`src/rtl/ise_pkg.sv`:
```
// Shared types and constants for the ISE co-processor adapter.
// Opcode codes, field widths and the adapter FSM state set.
package ise_pkg;

   localparam logic [1:0] CUSTOM_0 = 2'd0;
   localparam logic [1:0] CUSTOM_1 = 2'd1;
   localparam logic [1:0] CUSTOM_2 = 2'd2;
   localparam logic [1:0] CUSTOM_3 = 2'd3;

   localparam logic [4:0] OPC_CUSTOM_LO = 5'b01011;

   localparam int ISE_FN_W  = 6;
   localparam int ISE_IMM_W = 7;

   typedef enum logic [2:0] {
      IDLE,
      ISSUE,
      RESP,
      DRAIN,
      REJECT
   } ise_state_t;

endpackage

```
`src/rtl/ise_insn_decode.sv`:
```
// Custom-opcode match and ISE field extraction.
// Purely combinational; the adapter latches the fields on accept.
module ise_insn_decode
   import ise_pkg::*;
#(
   parameter logic [3:0] CUSTOM_MASK = 4'b1110
) (
   input  logic [31:0]          i_insn,
   output logic                 o_match,
   output logic [ISE_FN_W-1:0]  o_fn,
   output logic [ISE_IMM_W-1:0] o_imm
);

   logic [1:0] w_idx;
   logic       w_en;
   logic       w_unused;

   assign w_idx = i_insn[6:5];

   always_comb begin
      w_en = 1'b0;
      unique case (w_idx)
         CUSTOM_0: w_en = CUSTOM_MASK[0];
         CUSTOM_1: w_en = CUSTOM_MASK[1];
         CUSTOM_2: w_en = CUSTOM_MASK[2];
         CUSTOM_3: w_en = CUSTOM_MASK[3];
         default:  w_en = 1'b0;
      endcase
   end

   assign o_match = (i_insn[4:0] == OPC_CUSTOM_LO) && w_en;
   assign o_fn    = {1'b0, i_insn[14:12], w_idx};
   assign o_imm   = i_insn[31:25];

   // Register and rd fields are not needed by the datapath.
   assign w_unused = ^{i_insn[24:15], i_insn[11:7]};

endmodule

```
`src/rtl/ise_pcpi_adapter.sv`:
```
// PCPI issue/response stage in front of the ISE datapath.
// One issue strobe per accepted insn, one ready pulse per claimed insn.
module ise_pcpi_adapter
   import ise_pkg::*;
#(
   parameter int         RESP_STAGES = 1,
   parameter logic [3:0] CUSTOM_MASK = 4'b1110
) (
   input  logic                 ise_clk,
   input  logic                 ise_rst,
   input  logic                 pcpi_valid,
   input  logic [31:0]          pcpi_insn,
   input  logic [31:0]          pcpi_rs1,
   input  logic [31:0]          pcpi_rs2,
   output logic                 pcpi_wait,
   output logic                 pcpi_ready,
   output logic                 pcpi_wr,
   output logic [31:0]          pcpi_rd,
   output logic [ISE_FN_W-1:0]  ise_fn,
   output logic [ISE_IMM_W-1:0] ise_imm,
   output logic [31:0]          ise_in1,
   output logic [31:0]          ise_in2,
   output logic                 ise_val,
   input  logic                 ise_oval,
   input  logic [31:0]          ise_out
);

   localparam logic [1:0] CNT_INIT = 2'(RESP_STAGES);

   ise_state_t            r_state;
   ise_state_t            w_next;
   logic [1:0]            r_cnt;
   logic [31:0]           r_result;
   logic [ISE_FN_W-1:0]   r_fn;
   logic [ISE_IMM_W-1:0]  r_imm;
   logic [31:0]           r_in1;
   logic [31:0]           r_in2;
   logic                  w_match;
   logic [ISE_FN_W-1:0]   w_fn;
   logic [ISE_IMM_W-1:0]  w_imm;
   logic                  w_accept;
   logic                  w_fire;

   ise_insn_decode #(
      .CUSTOM_MASK(CUSTOM_MASK)
   ) u_dec (
      .i_insn (pcpi_insn),
      .o_match(w_match),
      .o_fn   (w_fn),
      .o_imm  (w_imm)
   );

   assign w_accept = (r_state == IDLE) && pcpi_valid && w_match;

   always_ff @(posedge ise_clk or negedge ise_rst) begin
      if (!ise_rst) r_state <= IDLE;
      else          r_state <= w_next;
   end

   // A dropped pcpi_valid always wins: the core has abandoned the insn.
   always_comb begin
      w_next = r_state;
      unique case (r_state)
         IDLE:   if (w_accept) w_next = ISSUE;
         ISSUE:  if (!pcpi_valid)   w_next = IDLE;
                 else if (ise_oval) w_next = RESP;
                 else               w_next = REJECT;
         RESP:   if (!pcpi_valid)        w_next = IDLE;
                 else if (r_cnt == 2'd0) w_next = DRAIN;
         DRAIN:  if (!pcpi_valid) w_next = IDLE;
         REJECT: if (!pcpi_valid) w_next = IDLE;
         default: w_next = IDLE;
      endcase
   end

   always_ff @(posedge ise_clk or negedge ise_rst) begin
      if (!ise_rst) begin
         r_cnt    <= 2'd0;
         r_result <= 32'd0;
         r_fn     <= '0;
         r_imm    <= '0;
         r_in1    <= 32'd0;
         r_in2    <= 32'd0;
      end else begin
         if (w_accept) begin
            r_fn  <= w_fn;
            r_imm <= w_imm;
            r_in1 <= pcpi_rs1;
            r_in2 <= pcpi_rs2;
         end
         if (r_state == ISSUE && ise_oval) begin
            r_result <= ise_out;
            r_cnt    <= CNT_INIT;
         end else if (r_state == RESP && r_cnt != 2'd0) begin
            r_cnt <= r_cnt - 2'd1;
         end
      end
   end

   assign w_fire     = (r_state == RESP) && (r_cnt == 2'd0);
   assign pcpi_ready = w_fire;
   assign pcpi_wr    = w_fire;
   assign pcpi_rd    = w_fire ? r_result : 32'd0;
   assign pcpi_wait  = (r_state == ISSUE) || (r_state == RESP);
   assign ise_val    = (r_state == ISSUE);
   assign ise_fn     = r_fn;
   assign ise_imm    = r_imm;
   assign ise_in1    = r_in1;
   assign ise_in2    = r_in2;

endmodule

```
`config.mk`:
```
export PLATFORM = sky130hd
export DESIGN_NAME = ise_pcpi_adapter
export DESIGN_NICKNAME = d
export VERILOG_FILES = /design/src/rtl/ise_pkg.sv /design/src/rtl/ise_insn_decode.sv /design/src/rtl/ise_pcpi_adapter.sv
export SDC_FILE = /design/constraint.sdc
export NUM_CORES = 1
export LEC_CHECK = 0
export CORE_UTILIZATION = 28
export DETAILED_ROUTE_END_ITERATION = 12
export SLEW_MARGIN = 20
export SYNTH_ARGS = -nofsm -noshare
export SYNTH_HDL_FRONTEND = slang
export SYNTH_SLANG_ARGS = --single-unit
```
`constraint.sdc`:
```
create_clock -name ise_clk -period 2.1 [get_ports ise_clk]
set_input_delay 0.42 -clock ise_clk [delete_from_list [all_inputs] [get_ports ise_clk]]
set_output_delay 0.42 -clock ise_clk [all_outputs]
set_load 0.05 [all_outputs]
```
==> results of run 1 <==
## registers in the layout, summed over array words and instances (netlist names)
name,flops
ise_fn,5
ise_in1,32
ise_imm,7
r_result,32
r_state,3
r_cnt,2
ise_in2,32
## what timing repair did
action / CTS / global route
resized for setup: 46 / 10
pin swaps: 5 / 13
endpoints found under the hold margin: 27 / 0
gates cloned: 5 / 0
buffers inserted: 9 / 2
endpoints found under the setup margin: 87 / 42
hold buffers: 1 / 0
## logic make-up after synthesis
| family | Yosys count |
|---|---|
| AO/OA/AOI/OAI | 5 |
| flip-flops | 113 |
| multiplexers | 111 |
| buffers and inverters | 23 |
| XOR/XNOR | 2 |
| other | 1 |
| AND/OR/NAND/NOR | 53 |
| adder cells (fa/ha/maj) | 1 |
## where the power goes
part,switching [mW],internal [mW]
Clock,0.982,2.03
Sequential,0.381,2.92
Combinational,2.38,1.93
## cell usage in the layout (no fill, tap or decap), types with 3 or more instances in the layout
master,Yosys,layout
and2_4,0,32
buf_12,0,46
buf_16,0,3
buf_4,3,21
bufinv_16,0,4
clkbuf_16,0,18
clkdlybuf4s50_1,0,183
clkinv_2,0,3
dfrtp_1,113,112
dlygate4sd2_1,0,7
inv_2,1,3
mux2_1,40,40
mux2_2,70,68
nand2b_1,4,4
nor2_1,6,6
nor3_1,3,3
## path summary, 6_finish.rpt
path                              startpoint     endpoint  cells after the start
worst min register to register   ise_in1[23]  ise_in1[23]                      1
worst max register to register    r_state[0]   ise_in1[6]                      5
min in group asynchronous            ise_rst  ise_in1[15]                      2
max in group asynchronous            ise_rst  ise_in2[11]                      3
worst min-delay path            pcpi_insn[5]    ise_fn[0]                      2
worst max-delay path                r_cnt[0]   pcpi_rd[1]                      7
## stage by stage
step | worst slack [ns] | TNS [ns]
2_1_floorplan | 0.0285 | 0
3_3_place_gp | -0.446 | -32.39
3_5_place_dp | -0.490 | -33.83
4_1_cts | -0.107 | -2.60
5_1_grt | -0.126 | -2.96
6_report | -0.0512 | -0.971
## critical path: stages, from the launching register on
cell and delay [ns]:
dfrtp_1 0.36, inv_2 0.08, ha_4 0.14, and3_4 0.22, buf_12 0.13, buf_16 0.12, and2_4 0.15, buf_12 0.13
## metal layers
layer	vias up	wire [um]	track usage	share of wire
met5	-	0	0	0
met4	0	246	0.0696	0.020
met3	25	1140	0.0696	0.091
met2	138	6470	0.258	0.51
met1	1706	4710	0.163	0.37
li1	1594	-	-	-
## area by class of cell
class                           count  area [sq um]  share of cell area
Clock buffer                       21           460              0.0535
Sequential cell                   113          2830               0.329
Multi-Input combinational cell    173          1760               0.205
Tap cell                          216           270              0.0314
Timing Repair Buffer              264          3110               0.361
Clock inverter                     10           159              0.0185
Inverter                            3          11.3             0.00131
==> results.md, run 1 <==
* Largest family of logic cells by synthesized area: multiplexers
* Cell count after placement at 755
* Peak supply drop at 0.000518 V
* GR Util All Layers at 0.152
* Antenna violations before repair at 0
* Syn Area/Cell at 14.9 sq um
* Final hold vios at 0
* Fraction of the mapped netlist area in compound gates at 0.00758
* Crit Path Category: register to output port
* Total detailed-routing wirelength at 12600 um
* Ports at 245
* Tmin final at 2.15 ns
* Final #Nets at 705
* Share of layout cells above drive strength 1 at 0.365
* First-pass GRT wire length at 19200 um
* Vias in the first global route at 3778
* Area grow syn2layout at 86.3%
* Synth Area in Simple Gates at 0.0734
* Starting Density at 0.289
* Die width at 130 um
* Hold_ws at 0.410 ns
* CTS tree: yes
* Dominant cell type by area after synthesis: dfrtp_1
* Crit Path Max Fanout at 8
* Vias per inst at 4.33
* Post-synthesis adder-cell area fraction at 0.00271
* Failing checks: setup timing
* Router iterations before antenna repair at 4
* Final design utilization at 0.538
* Synth Instances at 309
* Clock latency at the later pin of the worst-skew pair at 0.41 ns
* Num Clock Sinks at 113
* Chip height at 130 um
* Total CTS buffers at 17
* Synth Register Bits at 113
* Fin crit share at 1.02
* R2R setup slack at 0.32 ns
* Largest net degree at the start of global routing at 46
* P per Cell Area at 1230 nW/um^2
* Dominant synthesized flop cell: dfrtp_1
* Rows at 46
* Share of the synthesized area in the top cell type at 0.612
* Req. time, crit path at 1.68 ns
* Initial DRC Count at 66
* Total grt overflow at 0
* Final cell count without fillers at 800
* LEAKAGE at 3.81 nW
* Setup WS post-layout at -0.0512 ns
* Mux contribution to synthesized area at 0.270
* Max frequency at 465 MHz
* Count of pins over their slew limit at 0
* DIE AREA at 17000 sq um
* Buffers on Ports at 228
* Slew margin rel. at 0.637
* DRT antenna net count at 0
* Dpl hpwl at 9040 um
* Dpl cell area at 7700 sq um
* Most common cell in the synthesized netlist: dfrtp_1
* Clock-pin slew on the worst setup and hold paths at 0.05 ns
* Clock Path Buffers at 2
* Antenna diodes at 0
* Crit path capture type: output port
* RSZ-0062 raised after global routing: true
* Total power at 10.6 mW
* Design area at 8600 sq um
* Residual DRC at 0
* Via count at 3463
* Post-synthesis sequential area ratio at 0.612
* Worst min path class: input pin to register
* Post-synthesis cell area at 4620 sq um
* WL/cell at 15.7 um
* Filler Cell Count at 1354
* Type of origin of the critical path: register
* H-tree levels at 4
* Max-cap viol count at 0
* Routability congestion estimate at 0.689
* Syn Nets at 442
* Floorplan core area at 16000 sq um
* Crit path DAT at 1.73 ns
* Largest cells by area after synthesis: dfrtp_1 (61%), mux2_2 (17%), mux2_1 (9.8%)
* Xor/xnor share of the synthesized area at 0.00379
* Async SR Flop Fraction at 1.00
* Synth cell count leaders: dfrtp_1 (113), mux2_2 (70), mux2_1 (40), and2_1 (32), clkbuf_1 (7)
* Setup Viol. Count Final at 25
* Ys Warns at 0
* Number of enable flip-flop cells after synthesis at 0
* Final setup skew at 0.00777 ns
* Tightest Pin Transition at 0.542 ns
* Unique masters post-synth at 28
* Root Buffer: clkbuf_16
* Outcome: finished with violations
(Power assumes the default switching activity.)
==> inputs of run 2 (changes only) <==
--- a/config.mk
+++ b/config.mk
@@ -7,6 +7,7 @@
 export LEC_CHECK = 0
 export CORE_UTILIZATION = 28
 export DETAILED_ROUTE_END_ITERATION = 12
+export GPL_TIMING_DRIVEN = 1
 export SLEW_MARGIN = 20
 export SYNTH_ARGS = -nofsm -noshare
 export SYNTH_HDL_FRONTEND = slang
==> results of run 2 <==
The final DEF is identical to that of run 1; final timing and power are the same.
==> inputs of run 3 (changes only) <==
--- a/config.mk
+++ b/config.mk
@@ -11,4 +11,5 @@
 export SLEW_MARGIN = 20
 export SYNTH_ARGS = -nofsm -noshare
 export SYNTH_HDL_FRONTEND = slang
+export SYNTH_HIERARCHICAL = 1
 export SYNTH_SLANG_ARGS = --single-unit
==> run 3 against run 2 <==
The run still ends with setup timing left. Routed wire length is 1.5% higher. Total power is 26% lower. First-iteration DRC count is 4.5% higher. Clock-buffer cell count is 2 lower. Global-route usage is 0.098 points lower. Critical path type unchanged. Largest cell class unchanged. Largest power group is now clock.
==> results.md, run 3 <==
* Outcome: finished with violations
* Failing checks: setup timing
* DRT antenna net count at 0 (unchanged)
* Synth Register Bits at 114 (+0.88%)
* Most common cell after layout, fill and taps aside: clkdlybuf4s50_1
* Chip height at 133 um (+2.0%)
* Count of pins over their slew limit at 0 (unchanged)
* Tightest Pin Transition at 0.536 ns (-0.00596 ns)
* Ys Warns at 6 (+6)
* First-pass GRT wire length at 20300 um (+5.8%)
* Vias per inst at 4.25 (-1.7%)
* Num Clock Sinks at 114 (+0.88%)
* Total CTS buffers at 17 (unchanged)
* WL/cell at 16.2 um (+3.0%)
* Fraction of the mapped netlist area in compound gates at 0.00520 (-0.00238)
* Total detailed-routing wirelength at 12800 um (+1.5%)
* Crit Path Category: register to output port
* Final design utilization at 0.513 (-0.0245)
* DIE AREA at 17700 sq um (+4.1%)
* Rows at 47 (+2.2%)
* Syn Nets at 448 (+1.4%)
* Setup Viol. Count Final at 34 (+36%)
* Setup WS post-layout at -0.245 ns (-0.194 ns)
* Antenna violations before repair at 0 (unchanged)
* Clock-pin slew on the worst setup and hold paths at 0.06 ns (about the same)
* Most frequent cells in the layout: clkdlybuf4s50_1 (185), dfrtp_1 (112), mux2_2 (80)
* Crit Path Max Fanout at 8 (unchanged)
* Slew margin rel. at 0.637 (about the same)
* Synth cell count leaders: dfrtp_1 (114), mux2_2 (80), and2_1 (33), mux2_4 (30), buf_4 (14)
* Filler Cell Count at 1451 (+7.2%)
* Largest net degree at the start of global routing at 57 (+24%)
* Total power at 7.83 mW (-26%)
* Peak supply drop at 0.000555 V (+7.1%)
* RR Startpoint: r_state[1]
* Largest family of logic cells by synthesized area: multiplexers
* Starting Density at 0.288 (-0.000650)
* Total grt overflow at 0 (unchanged)
* Req. time, crit path at 1.68 ns (about the same)
* Via count at 3357 (-3.1%)
* Final setup skew at 0.00646 ns (-0.00131 ns)
* Clock Path Buffers at 2 (unchanged)
* Dominant cell type by area after synthesis: dfrtp_1
* Router iterations before antenna repair at 4 (unchanged)
* Area grow syn2layout at 78.2%
* CTS tree: yes
* Share of layout cells above drive strength 1 at 0.427 (+0.0623)
* Die width at 133 um (+2.0%)
* Fin crit share at 1.12 (+0.0922)
* Async SR Flop Fraction at 1.00 (unchanged)
* Number of enable flip-flop cells after synthesis at 0 (unchanged)
* P per Cell Area at 913 nW/um^2 (-26%)
* Vias in the first global route at 3797 (+0.50%)
* Antenna diodes at 0 (unchanged)
* Residual DRC at 0 (unchanged)
* Mux contribution to synthesized area at 0.281 (+0.0106)
* Synth Instances at 315 (+1.9%)
* Design area at 8570 sq um (-0.38%)
* Buffers on Ports at 229 (+0.44%)
* Xor/xnor share of the synthesized area at 0.00364 (-0.000151)
* Dominant synthesized flop cell: dfrtp_1
* Min-delay src: pcpi_insn[6]
* LEAKAGE at 3.90 nW (+2.5%)
* Syn Area/Cell at 15.3 sq um (+2.2%)
* Type of origin of the critical path: register
* GR Util All Layers at 0.151 (-0.000978)
* Final #Nets at 690 (-2.1%)
* RSZ-0062 raised after global routing: true
* Dpl hpwl at 8940 um (-1.1%)
* Hold_ws at 0.395 ns (-0.0144 ns)
* Floorplan core area at 16700 sq um (+4.4%)
* H-tree levels at 4 (unchanged)
* Tmin final at 2.34 ns (+0.194 ns)
* Max-cap viol count at 0 (unchanged)
* Crit path capture type: output port
* Share of the synthesized area in the top cell type at 0.593 (-0.0192)
* Setup TNS at -6.65 ns (-5.68 ns)
* Post-synthesis sequential area ratio at 0.593 (-0.0192)
* Largest cells by area after synthesis: dfrtp_1 (59%), mux2_2 (19%), mux2_4 (9.4%)
* Max frequency at 426 MHz (-8.3%)
* Post-synthesis cell area at 4810 sq um (+4.1%)
* Unique masters post-synth at 25 (-11%)
* Root Buffer: clkbuf_16
* Crit path DAT at 1.92 ns (+0.19 ns)
* Synth Area in Simple Gates at 0.0629 (-0.0105)
* Routability congestion estimate at 0.757 (+9.8%)
* Clock latency at the later pin of the worst-skew pair at 0.41 ns (about the same)
* Final hold vios at 0 (unchanged)
* Crit path from: r_cnt[0]
* Worst min path class: input pin to register
* Most common cell in the synthesized netlist: dfrtp_1
* Ports at 245 (unchanged)
* Initial DRC Count at 69 (+4.5%)
* Dpl cell area at 7650 sq um (-0.55%)
* Post-synthesis adder-cell area fraction at 0.00260 (-0.000108)
## run 3: critical path: stages (launching register included)
cell,delay [ns]
dfrtp_1,0.37
inv_1,0.06
ha_2,0.17
nor4bb_4,0.22
buf_4,0.18
clkbuf_16,0.13
buf_8,0.11
and2_4,0.15
buf_12,0.13
## run 3: area by class of cell
cell class / count / area (sq um) / area share
clock buffers: 19 / 453 / 0.0528
clock inverters: 12 / 134 / 0.0156
inverters: 3 / 11.3 / 0.00131
multi-input cells: 166 / 1840 / 0.214
flip-flops and latches: 114 / 2860 / 0.333
well taps: 220 / 275 / 0.0321
repair buffers: 255 / 3010 / 0.351
## run 3: cell families (layout without fill, tap and decap cells)
group           after synthesis  count (layout)
mux                         110             110
fa+ha+maj                     1               1
buf+inv                      35             289
compound gates                5               5
flops                       114             114
simple gates                 47              47
other cells                   1               1
xor+xnor                      2               2
## run 3: through the flow
step	std cells	worst slack, ns
3_5_place_dp	742	-0.448
3_3_place_gp	742	-0.386
4_1_cts	784	-0.354
2_1_floorplan	315	0.00763
6_report	789	-0.245
5_1_grt	789	-0.356
## run 3: what timing repair did
action,in CTS,in global routing
endpoints found under the setup margin,40,111
hold buffers,1,0
resized for setup,50,4
buffers inserted,6,5
endpoints found under the hold margin,3,0
pin swaps,21,5
gates cloned,4,0
## run 3: report_power, final
part	switching (mW)	internal, mW
Clock	1.03	1.80
Sequential	0.189	2.56
Combinational	1.27	0.981
Total	2.48	5.34
## run 3: final timing paths
path,endpoint,slack (ns),cells after the start
worst max-delay path,pcpi_rd[24],-0.24,8
worst min-delay path,ise_fn[1],0.40,2
worst min register to register,ise_in2[0],0.51,1
min in group asynchronous,ise_in1[21],0.54,2
max in group asynchronous,ise_imm[3],0.87,3
worst max register to register,ise_imm[5],0.22,5
## run 3: layer usage
| metal | GRT usage | wire (um) | up-vias |
|---|---|---|---|
| li1 | - | - | 1541 |
| met1 | 0.177 | 5230 | 1654 |
| met2 | 0.246 | 6280 | 149 |
| met3 | 0.0590 | 1070 | 13 |
| met4 | 0.0664 | 189 | 0 |
| met5 | 0 | 0 | - |
